--- src/rtl/al_accel_pkg.sv ---
// Shared definitions for the al_accel accumulation controller: state encoding,
// default sizing and matrix geometry.
package al_accel_pkg;

    localparam int CNT_W_DEF    = 8;
    localparam int PIPE_LAT_DEF = 2;
    localparam int ACC_DIM      = 3;
    // Wide enough for the largest legal PIPE_LAT of 15.
    localparam int DRAIN_W      = 4;

    localparam logic [2:0] ST_IDLE   = 3'd0;
    localparam logic [2:0] ST_BIAS   = 3'd1;
    localparam logic [2:0] ST_ACCUM  = 3'd2;
    localparam logic [2:0] ST_DRAIN  = 3'd3;
    localparam logic [2:0] ST_RESULT = 3'd4;

    typedef enum logic [2:0] {
        IDLE   = ST_IDLE,
        BIAS   = ST_BIAS,
        ACCUM  = ST_ACCUM,
        DRAIN  = ST_DRAIN,
        RESULT = ST_RESULT
    } acc_state_e;

endpackage

--- src/rtl/al_accel_drain_cnt.sv ---
// Loadable down-counter with a zero flag; times the pipeline drain of a tile.
module al_accel_drain_cnt
    import al_accel_pkg::*;
(
    input  logic               clk,
    input  logic               reset,
    input  logic               load,
    input  logic [DRAIN_W-1:0] load_val,
    input  logic               dec,
    output logic               zero
);

    logic [DRAIN_W-1:0] cnt_q;
    logic [DRAIN_W-1:0] cnt_d;

    always_comb begin
        cnt_d = cnt_q;
        if (load) begin
            cnt_d = load_val;
        end else if (dec && (cnt_q != '0)) begin
            cnt_d = cnt_q - DRAIN_W'(1);
        end
    end

    always_ff @(posedge clk) begin
        if (reset) begin
            cnt_q <= '0;
        end else begin
            cnt_q <= cnt_d;
        end
    end

    assign zero = (cnt_q == '0);

endmodule

--- src/rtl/al_accel_acc_ctrl.sv ---
// Tile sequencer for the accumulator matrix: bias load, N handshaked input
// passes, fixed-length pipeline drain, then a held result until consumed.
module al_accel_acc_ctrl
    import al_accel_pkg::*;
#(
    parameter int CNT_W    = CNT_W_DEF,
    parameter int PIPE_LAT = PIPE_LAT_DEF
) (
    input  logic             clk,
    input  logic             reset,
    input  logic             start,
    input  logic [CNT_W-1:0] cfg_num_pass,
    input  logic             in_valid,
    output logic             in_ready,
    output logic             acc_matrix_bps_load,
    output logic             acc_matrix_inter_sum_load,
    output logic             acc_enb,
    output logic             out_valid,
    input  logic             out_ready,
    output logic             busy,
    output logic             done,
    output logic [CNT_W-1:0] pass_cnt,
    output logic [2:0]       dbg_state
);

    // Handshakes: a window transfers on in_valid & in_ready; the result is
    // taken on out_valid & out_ready. Neither side may depend on the other's
    // ready before raising its valid.

    acc_state_e       state_q, state_d;
    logic [CNT_W-1:0] n_q, n_d;
    logic [CNT_W-1:0] pass_cnt_q, pass_cnt_d;
    logic             done_q, done_d;
    logic [CNT_W-1:0] pass_inc;
    logic             drain_load;
    logic             drain_dec;
    logic             drain_zero;

    assign pass_inc = pass_cnt_q + CNT_W'(1);

    always_comb begin
        state_d                   = state_q;
        n_d                       = n_q;
        pass_cnt_d                = pass_cnt_q;
        done_d                    = 1'b0;
        in_ready                  = 1'b0;
        acc_matrix_bps_load       = 1'b0;
        acc_matrix_inter_sum_load = 1'b0;
        acc_enb                   = 1'b0;
        out_valid                 = 1'b0;
        drain_load                = 1'b0;
        drain_dec                 = 1'b0;

        unique case (state_q)
            IDLE: begin
                if (start) begin
                    if (cfg_num_pass != '0) begin
                        n_d        = cfg_num_pass;
                        pass_cnt_d = '0;
                        state_d    = BIAS;
                    end else begin
                        done_d = 1'b1;
                    end
                end
            end
            BIAS: begin
                acc_matrix_bps_load = 1'b1;
                acc_enb             = 1'b1;
                state_d             = ACCUM;
            end
            ACCUM: begin
                in_ready = 1'b1;
                // Pipeline only advances on a transfer, so upstream gaps stall it.
                if (in_valid) begin
                    acc_matrix_inter_sum_load = 1'b1;
                    acc_enb                   = 1'b1;
                    pass_cnt_d                = pass_inc;
                    if (pass_inc == n_q) begin
                        drain_load = 1'b1;
                        state_d    = DRAIN;
                    end
                end
            end
            DRAIN: begin
                acc_enb = 1'b1;
                if (drain_zero) begin
                    state_d = RESULT;
                end else begin
                    drain_dec = 1'b1;
                end
            end
            RESULT: begin
                out_valid = 1'b1;
                if (out_ready) begin
                    done_d  = 1'b1;
                    state_d = IDLE;
                end
            end
            default: begin
                state_d = IDLE;
            end
        endcase
    end

    always_ff @(posedge clk) begin
        if (reset) begin
            state_q    <= IDLE;
            n_q        <= '0;
            pass_cnt_q <= '0;
            done_q     <= 1'b0;
        end else begin
            state_q    <= state_d;
            n_q        <= n_d;
            pass_cnt_q <= pass_cnt_d;
            done_q     <= done_d;
        end
    end

    // Loaded with PIPE_LAT-1 so DRAIN lasts exactly PIPE_LAT cycles.
    al_accel_drain_cnt u_drain_cnt (
        .clk      (clk),
        .reset    (reset),
        .load     (drain_load),
        .load_val (DRAIN_W'(PIPE_LAT - 1)),
        .dec      (drain_dec),
        .zero     (drain_zero)
    );

    assign busy      = (state_q != IDLE);
    assign done      = done_q;
    assign pass_cnt  = pass_cnt_q;
    assign dbg_state = state_q;

endmodule

--- config.mk ---
export PLATFORM = sky130hd
export DESIGN_NAME = al_accel_acc_ctrl
export DESIGN_NICKNAME = d
export VERILOG_FILES = /design/src/rtl/al_accel_pkg.sv /design/src/rtl/al_accel_drain_cnt.sv /design/src/rtl/al_accel_acc_ctrl.sv
export SDC_FILE = /design/constraint.sdc
export NUM_CORES = 1
export LEC_CHECK = 0
export CAP_MARGIN = 20
export CORE_AREA = 3 3 81 83
export DETAILED_ROUTE_END_ITERATION = 10
export DIE_AREA = 0 0 84 86
export DONT_BUFFER_PORTS = 1
export SLEW_MARGIN = 20
export SYNTH_ARGS = -nofsm -noshare
export SYNTH_HDL_FRONTEND = slang
export SYNTH_HIERARCHICAL = 1
export SYNTH_SLANG_ARGS = --single-unit
--- constraint.sdc ---
create_clock -name clk -period 3.3 [get_ports clk]
set_input_delay 0.495 -clock clk [delete_from_list [all_inputs] [get_ports clk]]
set_output_delay 0.495 -clock clk [all_outputs]
set_load 0.02 [all_outputs]
# Word-level counts from Yosys, hierarchy flattened
# Cells that the tools add are included.
# classes
eq_ne	11
reduce_logical	13
muxes	28
n_addsub	2
# ops
op	count
$mux W8	3
$mux W3	6
$pmux W8 S2	1
$mux W1	15
$pmux W3 S5	1
$ne A2 B2 Y1 const B	6
$add A8 B1 Y8 const B	1
$eq A8 B8 Y1	1
$reduce_bool A8 Y1	1
$eq A3 B2 Y1 const B	2
$reduce_and A6 Y1	1
$logic_not A4 Y1	1
$pmux W1 S2	2
$reduce_and A4 Y1	1
$reduce_bool A2 Y1	2
$reduce_bool A4 Y1	1
$reduce_or A2 Y1	2
$sub A4 B1 Y4 const B	1
$eq A3 B1 Y1 const B	1
$eq A3 B3 Y1 const B	1
$logic_not A3 Y1	1
$reduce_and A3 Y1	1
$reduce_bool A3 Y1	1
$logic_and A1 B1 Y1	1
# word_totals
output_inout_bits	18
wordCells	60
regBits	24
in_bits	13

# Depth between registers and ports, before layout
# Gate-level depths: netlist of run 1.
# depth
ltp_word	6
ltp_mapped	9
ltp_nobuf	9

# Hierarchy
# Netlist of run 1, hierarchy kept.
# by_module_without_submodules
module	instances	seq_area_each_um2	cells_per_inst	area_per_inst_um2
al_accel_acc_ctrl	1	400.4	147	1144.8
al_accel_drain_cnt	1	80.1	29	262.8

# Least setup slack after synthesis of run 1
# OpenSTA, ideal clock, no wires.
# synth_path
kind	register to register
startpoint	register pass_cnt_q[2] (netlist: pass_cnt[2])
endpoint	register u_drain_cnt.cnt_q[1]
t_arrival_ns	2.497
period_less_slack_ns	2.619
setup_time_ns	0.122
path_buffers	1
path_slack_ns	0.681
required_ns	3.178
stages_incl_launch_ff	9
path_cell_list	dfxtp_1 > clkbuf_1 > nand3_1 > xnor2_1 > a311o_1 > or4_4 > nor2_1 > nor3_1 > a311o_1
# synth_between
elab_chain_cells	6
# synth_lines
item	line	rtl
from (decl)	al_accel_acc_ctrl.sv:32	logic [CNT_W-1:0] pass_cnt_q, pass_cnt_d;
from (signal assigned)	al_accel_acc_ctrl.sv:114	pass_cnt_q <= pass_cnt_d;
$add A8 B1 Y8	al_accel_acc_ctrl.sv:39	assign pass_inc = pass_cnt_q + CNT_W'(1);
$eq A8 B8 Y1	al_accel_acc_ctrl.sv:78	if (pass_inc == n_q) begin
$mux W1	al_accel_acc_ctrl.sv:78	
$mux W1	al_accel_acc_ctrl.sv:74	if (in_valid) begin
$mux W1	al_accel_acc_ctrl.sv:54	unique case (state_q)
net drain_load	al_accel_acc_ctrl.sv:35	logic drain_load;
$reduce_or A2 Y1 (no source line)	--	
to (signal assigned)	al_accel_drain_cnt.sv:29	cnt_q <= cnt_d;
to (decl)	al_accel_drain_cnt.sv:13	logic [DRAIN_W-1:0] cnt_q;
# The timed path passes the listed nets, and every way through them passes these cells.
# A chain may end at the register's enable or synchronous reset.

# Worst setup path after layout of run 1
# layout_path
startpoint	register pass_cnt_q[1] (netlist: pass_cnt[1])
endpoint	register u_drain_cnt.cnt_q[1]
# Same word-level chain as after synthesis.

==> results of run 1 <==
==> metrics by stage <==
| stage | area (µm²) | cells |
|---|---|---|
| 6_report | 1570 | 252 |
| 5_1_grt | 1570 | 252 |
| 4_1_cts | 1570 | 252 |
| 3_5_place_dp | 1500 | 248 |
| 3_3_place_gp | 1500 | 248 |
| 2_1_floorplan | 1420 | 178 |
==> placed cells by master, fill, tap and decap left out, types with 3 or more instances in the layout <==
cell type,netlist,layout
sky130_fd_sc_hd__xor2_1,5,5
sky130_fd_sc_hd__nand3_1,6,6
sky130_fd_sc_hd__nor3_1,4,4
sky130_fd_sc_hd__a21oi_1,14,14
sky130_fd_sc_hd__dfxtp_1,24,24
sky130_fd_sc_hd__xnor2_1,3,3
sky130_fd_sc_hd__conb_1,2,4
sky130_fd_sc_hd__and2_1,3,3
sky130_fd_sc_hd__nor2_1,26,26
sky130_fd_sc_hd__nor4_1,4,4
sky130_fd_sc_hd__clkbuf_8,0,3
sky130_fd_sc_hd__nand2b_1,3,3
sky130_fd_sc_hd__nand2_1,13,13
sky130_fd_sc_hd__inv_1,9,9
sky130_fd_sc_hd__mux2i_1,7,7
sky130_fd_sc_hd__o21ai_0,7,7
==> cell usage after synthesis, types with 3 or more instances <==
cell	n
sky130_fd_sc_hd__a21oi_1	14
sky130_fd_sc_hd__and2_1	3
sky130_fd_sc_hd__clkbuf_1	6
sky130_fd_sc_hd__dfxtp_1	24
sky130_fd_sc_hd__inv_1	9
sky130_fd_sc_hd__mux2i_1	7
sky130_fd_sc_hd__nand2_1	13
sky130_fd_sc_hd__nand2b_1	3
sky130_fd_sc_hd__nand3_1	6
sky130_fd_sc_hd__nor2_1	26
sky130_fd_sc_hd__nor3_1	4
sky130_fd_sc_hd__nor4_1	4
sky130_fd_sc_hd__o21ai_0	7
sky130_fd_sc_hd__xnor2_1	3
sky130_fd_sc_hd__xor2_1	5
==> per-layer routing <==
metal	vias up	routed length [µm]
met3	6	404
met1	623	1680
li1	632	-
met4	0	51
met2	38	1510
met5	-	0
==> registers in the layout (all words and copies together), names as in the netlist <==
name and flops:
done 1, n_q 8, dbg_state 3, pass_cnt 8
u_drain_cnt/cnt_q 4
==> kinds of logic (layout without fill, tap and decap cells) <==
logic type | count (synthesis) | count (layout) | share of synthesized area [%]
AOI/OAI and AO/OA | 38 | 38 | 19.1
xor gates and xnor gates | 8 | 8 | 4.98
adders and majority gates | 2 | 2 | 1.78
buffers and inverters | 16 | 15 | 4.35
DFF | 24 | 24 | 34.1
muxes | 7 | 7 | 4.98
other | 2 | 4 | 0.534
and+or+nand+nor | 79 | 79 | 30.1
==> power groups by stage <==
stage	Combinational [mW]	Sequential, mW	Clock, mW
floorplan	0.0806	0.322	0
global placement	0.0897	0.328	0
detailed placement	0.0903	0.328	0
finish	0.0908	0.321	0.265
CTS	0.0910	0.321	0.269
global route	0.101	0.324	0.280
==> final cells by class <==
cell class	instances	area, µm²
Clock buffer	3	41.3
Multi-Input combinational cell	138	873
Timing Repair Buffer	2	15.0
Clock inverter	1	30.0
Fill cell	630	4350
Inverter	9	33.8
Sequential cell	24	480
Tap cell	75	93.8
==> how the worst min path moves through the flow <==
stage,end,slack [ns],from
after detailed placement,n_q[0]$_SDFFE_PP0P_,0.48,n_q[0]$_SDFFE_PP0P_
after global routing,u_drain_cnt/cnt_q[2]$_SDFFE_PP0P_,0.27,reset
after floorplan,n_q[0]$_SDFFE_PP0P_,0.46,n_q[0]$_SDFFE_PP0P_
final,u_drain_cnt/cnt_q[2]$_SDFFE_PP0P_,0.28,reset
after global placement,n_q[0]$_SDFFE_PP0P_,0.48,n_q[0]$_SDFFE_PP0P_
after CTS,n_q[0]$_SDFFE_PP0P_,0.28,reset
==> impl_summary.log, run 1 <==
INFO  metric status = complete, no violations
INFO  metric max_cap_violations = 0
INFO  metric port_buffers = 0
INFO  metric totalPowerFinal = 0.677 mW
INFO  metric finalSetupViolCount = 0
INFO  metric grt.total_usage = 10.2%
INFO  metric place.detailed.hpwl = 2800 µm
INFO  metric setup.worst_path.start_class = flip-flop
INFO  metric vias_per_cell = 5.15
INFO  metric critical-path-slowest-cell = sky130_fd_sc_hd__dfxtp_1
INFO  metric vias = 1,299
INFO  metric design.core.area = 0.00592 mm²
INFO  metric worst-path-max-fanout = 7
INFO  metric cellLeakagePower = 0.568 nW
INFO  metric tritoncts = yes
INFO  metric power_switching_share = 26.4%
INFO  metric final_util = 26.5%
INFO  metric globalRouteMet1Util = 13.0%
INFO  metric clock_tree.buffer_depth = 2
INFO  metric synthesized_cell_area = 0.00141 mm²
INFO  metric grt_antenna_before_repair = 0
INFO  metric cp.depth = 8
INFO  metric fin_crit = 2.78 ns
INFO  metric synth_area_leaders = sky130_fd_sc_hd__dfxtp_1 34%, sky130_fd_sc_hd__nor2_1 6.9%, sky130_fd_sc_hd__a21oi_1 5.0%, sky130_fd_sc_hd__mux2i_1 5.0%, sky130_fd_sc_hd__nand2_1 3.5%
INFO  metric cts_setup_buffers = 0
INFO  metric worst_r2r_path_depth = 8
INFO  metric holdCritPathClass = in -> reg
INFO  metric p_comb_share = 13.4%
INFO  metric die-height = 86 µm
INFO  metric ctsHoldBuffers = 0
INFO  metric crit_path_end = u_drain_cnt/cnt_q[1]$_SDFFE_PP0P_
INFO  metric worst_clock_skew = 0.00749 ns
INFO  metric io_pins = 31
INFO  metric synth_largest_area_cell = sky130_fd_sc_hd__dfxtp_1
INFO  metric setup_tns = 0 ns
INFO  metric synth.ff_latch_count = 24
INFO  metric detail_route.wl_per_cell = 14.5 µm
INFO  metric fin_worst_hold_slack = 0.280 ns
INFO  metric worst-endpoint-required = 3.47 ns
INFO  metric gpl.final_weighted_congestion = 0.800
INFO  metric syn_to_final_growth = 11.4%
INFO  metric worst_slack = 0.524 ns
INFO  metric setup.worst_path.end_class = flip-flop
INFO  metric gr-total-overflow = 0
INFO  metric cts-root-buf = sky130_fd_sc_hd__clkbuf_8
INFO  metric remaining_drc_errors = 0
INFO  metric synth.yosys.seq_area_share = 34.1%
INFO  metric grt_max_degree = 28
INFO  metric crit-reg2reg-launch = pass_cnt[1]$_SDFFE_PP0P_
INFO  metric clock_latency = 0.27 ns
INFO  metric seq_power_share = 47.4%
INFO  metric crit_type = reg -> reg
INFO  metric final.period_utilization = 84.1%
INFO  metric synthDistinctLibCells = 46
INFO  metric clk_transition_reported_paths = 0.10 ns
INFO  metric post_cts_resized = 0
INFO  metric grt-busiest-layer = met2
INFO  metric max_freq = 360 MHz
INFO  metric met2_capacity_usage_during_global_routing = 15.5%
INFO  metric critical-path-max-stage-delay = 0.55 ns
INFO  metric numClockSinks = 24
INFO  metric count_of_final_hold_check_violations = 0
INFO  metric crit_chain = ha_1 > nand3_1 > nor3b_1 > o221ai_1 > or4_4 > nor2_1 > nor3_1 > a311o_1
INFO  metric powerDensity = 432 mW/mm²
INFO  metric grt_pass1_wl = 6030 µm
INFO  metric number_of_global_route_vias_before_repair = 1,199
INFO  metric rsz0062_at_grt = no
INFO  metric number_of_synthesized_flops_with_an_enable_pin = 0
INFO  metric synth_cells = 176
INFO  metric die_width = 84 µm
INFO  metric drtIter0Drc = 109
INFO  metric fin_nets = 193
INFO  metric postSynth.asyncResetShare = 0%
INFO  metric largest_voltage_drop_on_the_vdd_net = 0.155 mV
INFO  metric dr.pass1.iters = 4
INFO  metric placementRows = 28
INFO  metric cts_made_buffers = 3
INFO  metric min_delay_path_depth = 1
INFO  metric initial_utilization = 23.8%
INFO  metric avgSynthCellArea = 8.00 µm²
INFO  metric power_switching = 0.179 mW
INFO  metric grt.met3_usage = 4.03%
INFO  metric timing.rr.end = u_drain_cnt/cnt_q[1]$_SDFFE_PP0P_
INFO  metric r2r_slack = 0.52 ns
INFO  metric relSlewSlack = 48.5%
INFO  metric route.antenna.remaining_nets = 0
INFO  metric power.share.clock = 39.2%
INFO  metric worst_setup_path_start = pass_cnt[1]$_SDFFE_PP0P_
INFO  metric fraction_of_layout_instances_using_a_drive_strength_above_1 = 7.91%
INFO  metric cp_top_family = simple AND/OR/NAND/NOR gates
INFO  metric drt_wl_total = 3640 µm
INFO  metric path_buf_inv = 0
INFO  metric die_area = 0.00722 mm²
INFO  metric tightest_slew = 0.765 ns
INFO  metric h-tree-depth = 1
INFO  metric worst-endpoint-arrival = 2.95 ns
INFO  metric timing_max_transition_violations_final = 0
INFO  metric placement.setup.worst_slack = 0.579 ns
INFO  metric post-synth-top-area-fraction = 34.1%
INFO  metric ys.flop_type = sky130_fd_sc_hd__dfxtp_1
INFO  metric power_report.internal_total = 0.499 mW
INFO  metric yosys_warnings = 6
INFO  metric antenna_cells_inserted = 0
No activity file was read; power rests on OpenSTA's default activity.
==> run 2: changes to the inputs <==
==> constraint.sdc (replaced) <==
create_clock -name clk -period 2.5 [get_ports clk]
set_input_delay 0.375 -clock clk [delete_from_list [all_inputs] [get_ports clk]]
set_output_delay 0.375 -clock clk [all_outputs]
set_load 0.02 [all_outputs]
==> run 2 against run 1 <==
Compared with the run above: fmax grew 17%; worst hold slack worse by 0.11 ns; first-iteration DRC count grew 13%; core utilization grew 1.4 points; non-clock buffer count is 11 higher; register-to-register slack got worse by 0.41 ns; global-route usage is 0.56 points higher; flip-flop and latch count stayed put; clock-buffer cell count grew 1; final cell count rose by 4.4%; routed wire length grew 2.5%; die area stayed put.
==> impl_summary.log, run 2 (synthesized netlist as in run 1, its figures left out) <==
INFO  metric worst-endpoint-arrival = 2.54 ns (was 2.95 ns)
INFO  metric multi_input_comb_area = 888 µm² (was 873 µm²)
INFO  metric clock_latency = 0.27 ns (about the same)
INFO  metric setup_tns = 0 ns (unchanged)
INFO  metric dr.pass1.iters = 4 (unchanged)
INFO  metric clk_transition_reported_paths = 0.09 ns (was 0.10 ns)
INFO  metric syn_to_final_growth = 17.4% (was 11.4%)
INFO  metric vias_per_cell = 4.93 (was 5.15)
INFO  metric fin_crit = 2.38 ns (was 2.78 ns)
INFO  metric tritoncts = yes (unchanged)
INFO  metric gpl.final_weighted_congestion = 0.803 (was 0.800)
INFO  metric largest_voltage_drop_on_the_vdd_net = 0.201 mV (was 0.155 mV)
INFO  metric finalSetupViolCount = 0 (unchanged)
INFO  metric h-tree-depth = 1 (unchanged)
INFO  metric cellLeakagePower = 0.618 nW (was 0.568 nW)
INFO  metric antenna_cells_inserted = 0 (unchanged)
INFO  metric cts_made_buffers = 3 (unchanged)
INFO  metric design.core.area = 0.00592 mm² (unchanged)
INFO  metric die_area = 0.00722 mm² (unchanged)
INFO  metric fraction_of_layout_instances_using_a_drive_strength_above_1 = 15.4% (was 7.91%)
INFO  metric remaining_drc_errors = 0 (unchanged)
INFO  metric place.detailed.hpwl = 2860 µm (was 2800 µm)
INFO  metric rsz0062_at_grt = no (unchanged)
INFO  metric max_freq = 420 MHz (was 360 MHz)
INFO  metric tightest_slew = 0.685 ns (was 0.765 ns)
INFO  metric holdCritPathClass = in -> reg (unchanged)
INFO  metric io_pins = 31 (unchanged)
INFO  metric worst-path-max-fanout = 8 (was 7)
INFO  metric placement.setup.worst_slack = 0.0508 ns (was 0.579 ns)
INFO  metric initial_utilization = 23.8% (unchanged)
INFO  metric clock_tree.buffer_depth = 2 (unchanged)
INFO  metric worst_clock_skew = 0.00327 ns (was 0.00749 ns)
INFO  metric worst_setup_path_start = pass_cnt[0]$_SDFFE_PP0P_ (was pass_cnt[1]$_SDFFE_PP0P_)
INFO  metric worst-endpoint-required = 2.66 ns (was 3.47 ns)
INFO  metric grt.total_usage = 10.7% (was 10.2%)
INFO  metric gr-total-overflow = 0 (unchanged)
INFO  metric port_buffers = 0 (unchanged)
INFO  metric placementRows = 28 (unchanged)
INFO  metric holdCritStartpoint = reset (unchanged)
INFO  metric commonest_non_fill_non_tap_cells_in_the_layout = 25 x sky130_fd_sc_hd__nor2_1, 23 x sky130_fd_sc_hd__dfxtp_1, 14 x sky130_fd_sc_hd__a21oi_1 (was 26 x sky130_fd_sc_hd__nor2_1, 24 x sky130_fd_sc_hd__dfxtp_1, 14 x sky130_fd_sc_hd__a21oi_1)
INFO  metric cts_setup_buffers = 0 (unchanged)
INFO  metric setup.worst_path.start_class = flip-flop (unchanged)
INFO  metric crit-reg2reg-launch = pass_cnt[0]$_SDFFE_PP0P_ (was pass_cnt[1]$_SDFFE_PP0P_)
INFO  metric drtIter0Drc = 123 (was 109)
INFO  metric number_of_global_route_vias_before_repair = 1,232 (was 1,199)
INFO  metric fillers = 641 (was 630)
INFO  metric ctsHoldBuffers = 0 (unchanged)
INFO  metric grt_antenna_before_repair = 0 (unchanged)
INFO  metric timing_max_transition_violations_final = 0 (unchanged)
INFO  metric worst_slack = 0.119 ns (was 0.524 ns)
INFO  metric drt_wl_total = 3730 µm (was 3640 µm)
INFO  metric fin_nets = 204 (was 193)
INFO  metric count_of_final_hold_check_violations = 0 (unchanged)
INFO  metric die_width = 84 µm (unchanged)
INFO  metric post_cts_resized = 0 (unchanged)
INFO  metric status = complete, no violations (unchanged)
INFO  metric powerDensity = 497 mW/mm² (was 432 mW/mm²)
INFO  metric numClockSinks = 24 (unchanged)
INFO  metric cts-root-buf = sky130_fd_sc_hd__clkbuf_8 (unchanged)
INFO  metric grt_max_degree = 28 (unchanged)
INFO  metric final-seq-area = 484 µm² (was 480 µm²)
INFO  metric crit_type = reg -> reg (unchanged)
INFO  metric relSlewSlack = 53.9% (was 48.5%)
INFO  metric final.period_utilization = 95.3% (was 84.1%)
INFO  metric setup.worst_path.end_class = flip-flop (unchanged)
INFO  metric vias = 1,296 (was 1,299)
INFO  metric route.antenna.remaining_nets = 0 (unchanged)
INFO  metric layout.cells.most_common = sky130_fd_sc_hd__nor2_1 (unchanged)
INFO  metric grt_pass1_wl = 6330 µm (was 6030 µm)
INFO  metric max_cap_violations = 0 (unchanged)
INFO  metric final_util = 27.9% (was 26.5%)
INFO  metric detail_route.wl_per_cell = 14.2 µm (was 14.5 µm)
INFO  metric die-height = 86 µm (unchanged)
-- run 2: changes by cell type in the layout (fill, tap and decap cells not counted), sizes merged --
| cell | change |
|---|---|
| clkbuf | +1 |
| buf | +11 |
| bufinv | -1 |
-- run 2: critical path: stages, from the launching register on --
cell and delay (ns):
sky130_fd_sc_hd__dfxtp_4 0.38, sky130_fd_sc_hd__ha_2 0.35, sky130_fd_sc_hd__xnor2_1 0.11, sky130_fd_sc_hd__nand2_1 0.06, sky130_fd_sc_hd__a311o_1 0.27, sky130_fd_sc_hd__or4_4 0.54
sky130_fd_sc_hd__nor2_4 0.15, sky130_fd_sc_hd__nor3_1 0.08, sky130_fd_sc_hd__a311o_1 0.33
-- run 2: final cells by class --
type | instances | area share [%]
Clock buffer | 4 | 3.33
Inverter | 9 | 2.04
Multi-Input combinational cell | 138 | 53.7
Sequential cell | 24 | 29.3
Tap cell | 75 | 5.68
Timing Repair Buffer | 13 | 5.90
-- run 2: path summary, 6_finish.rpt --
path	end	slack [ns]	cells past startpoint
worst max-delay path	u_drain_cnt/cnt_q[1]$_SDFFE_PP0P_	0.12	8
worst min-delay path	pass_cnt[0]$_SDFFE_PP0P_	0.17	1
worst max register to register	u_drain_cnt/cnt_q[1]$_SDFFE_PP0P_	0.12	8
worst min register to register	n_q[0]$_SDFFE_PP0P_	0.51	2
-- run 2: layer usage --
metal | vias up | GRT usage (%) | part of all wire, %
met5 | - | 0 | 0
met4 | 0 | 3.51 | 1.2
met3 | 4 | 3.75 | 8.2
met2 | 34 | 15.5 | 42
met1 | 599 | 14.9 | 49
li1 | 659 | - | -
-- run 2: per-stage QoR --
step	power (mW)	cell area [µm²]	hold slack (ns)	instances
floorplan	0.532	1420	0.447	178
global placement	0.559	1580	0.444	259
detailed placement	0.561	1580	0.449	259
CTS	0.833	1640	0.156	263
global route	0.865	1650	0.154	263
finish	0.821	1650	0.166	263
-- run 2: report_power, final --
group	total, mW	internal [mW]	switching, mW
Clock	0.269	0.141	0.128
Sequential	0.422	0.397	0.0243
Combinational	0.131	0.0521	0.0785
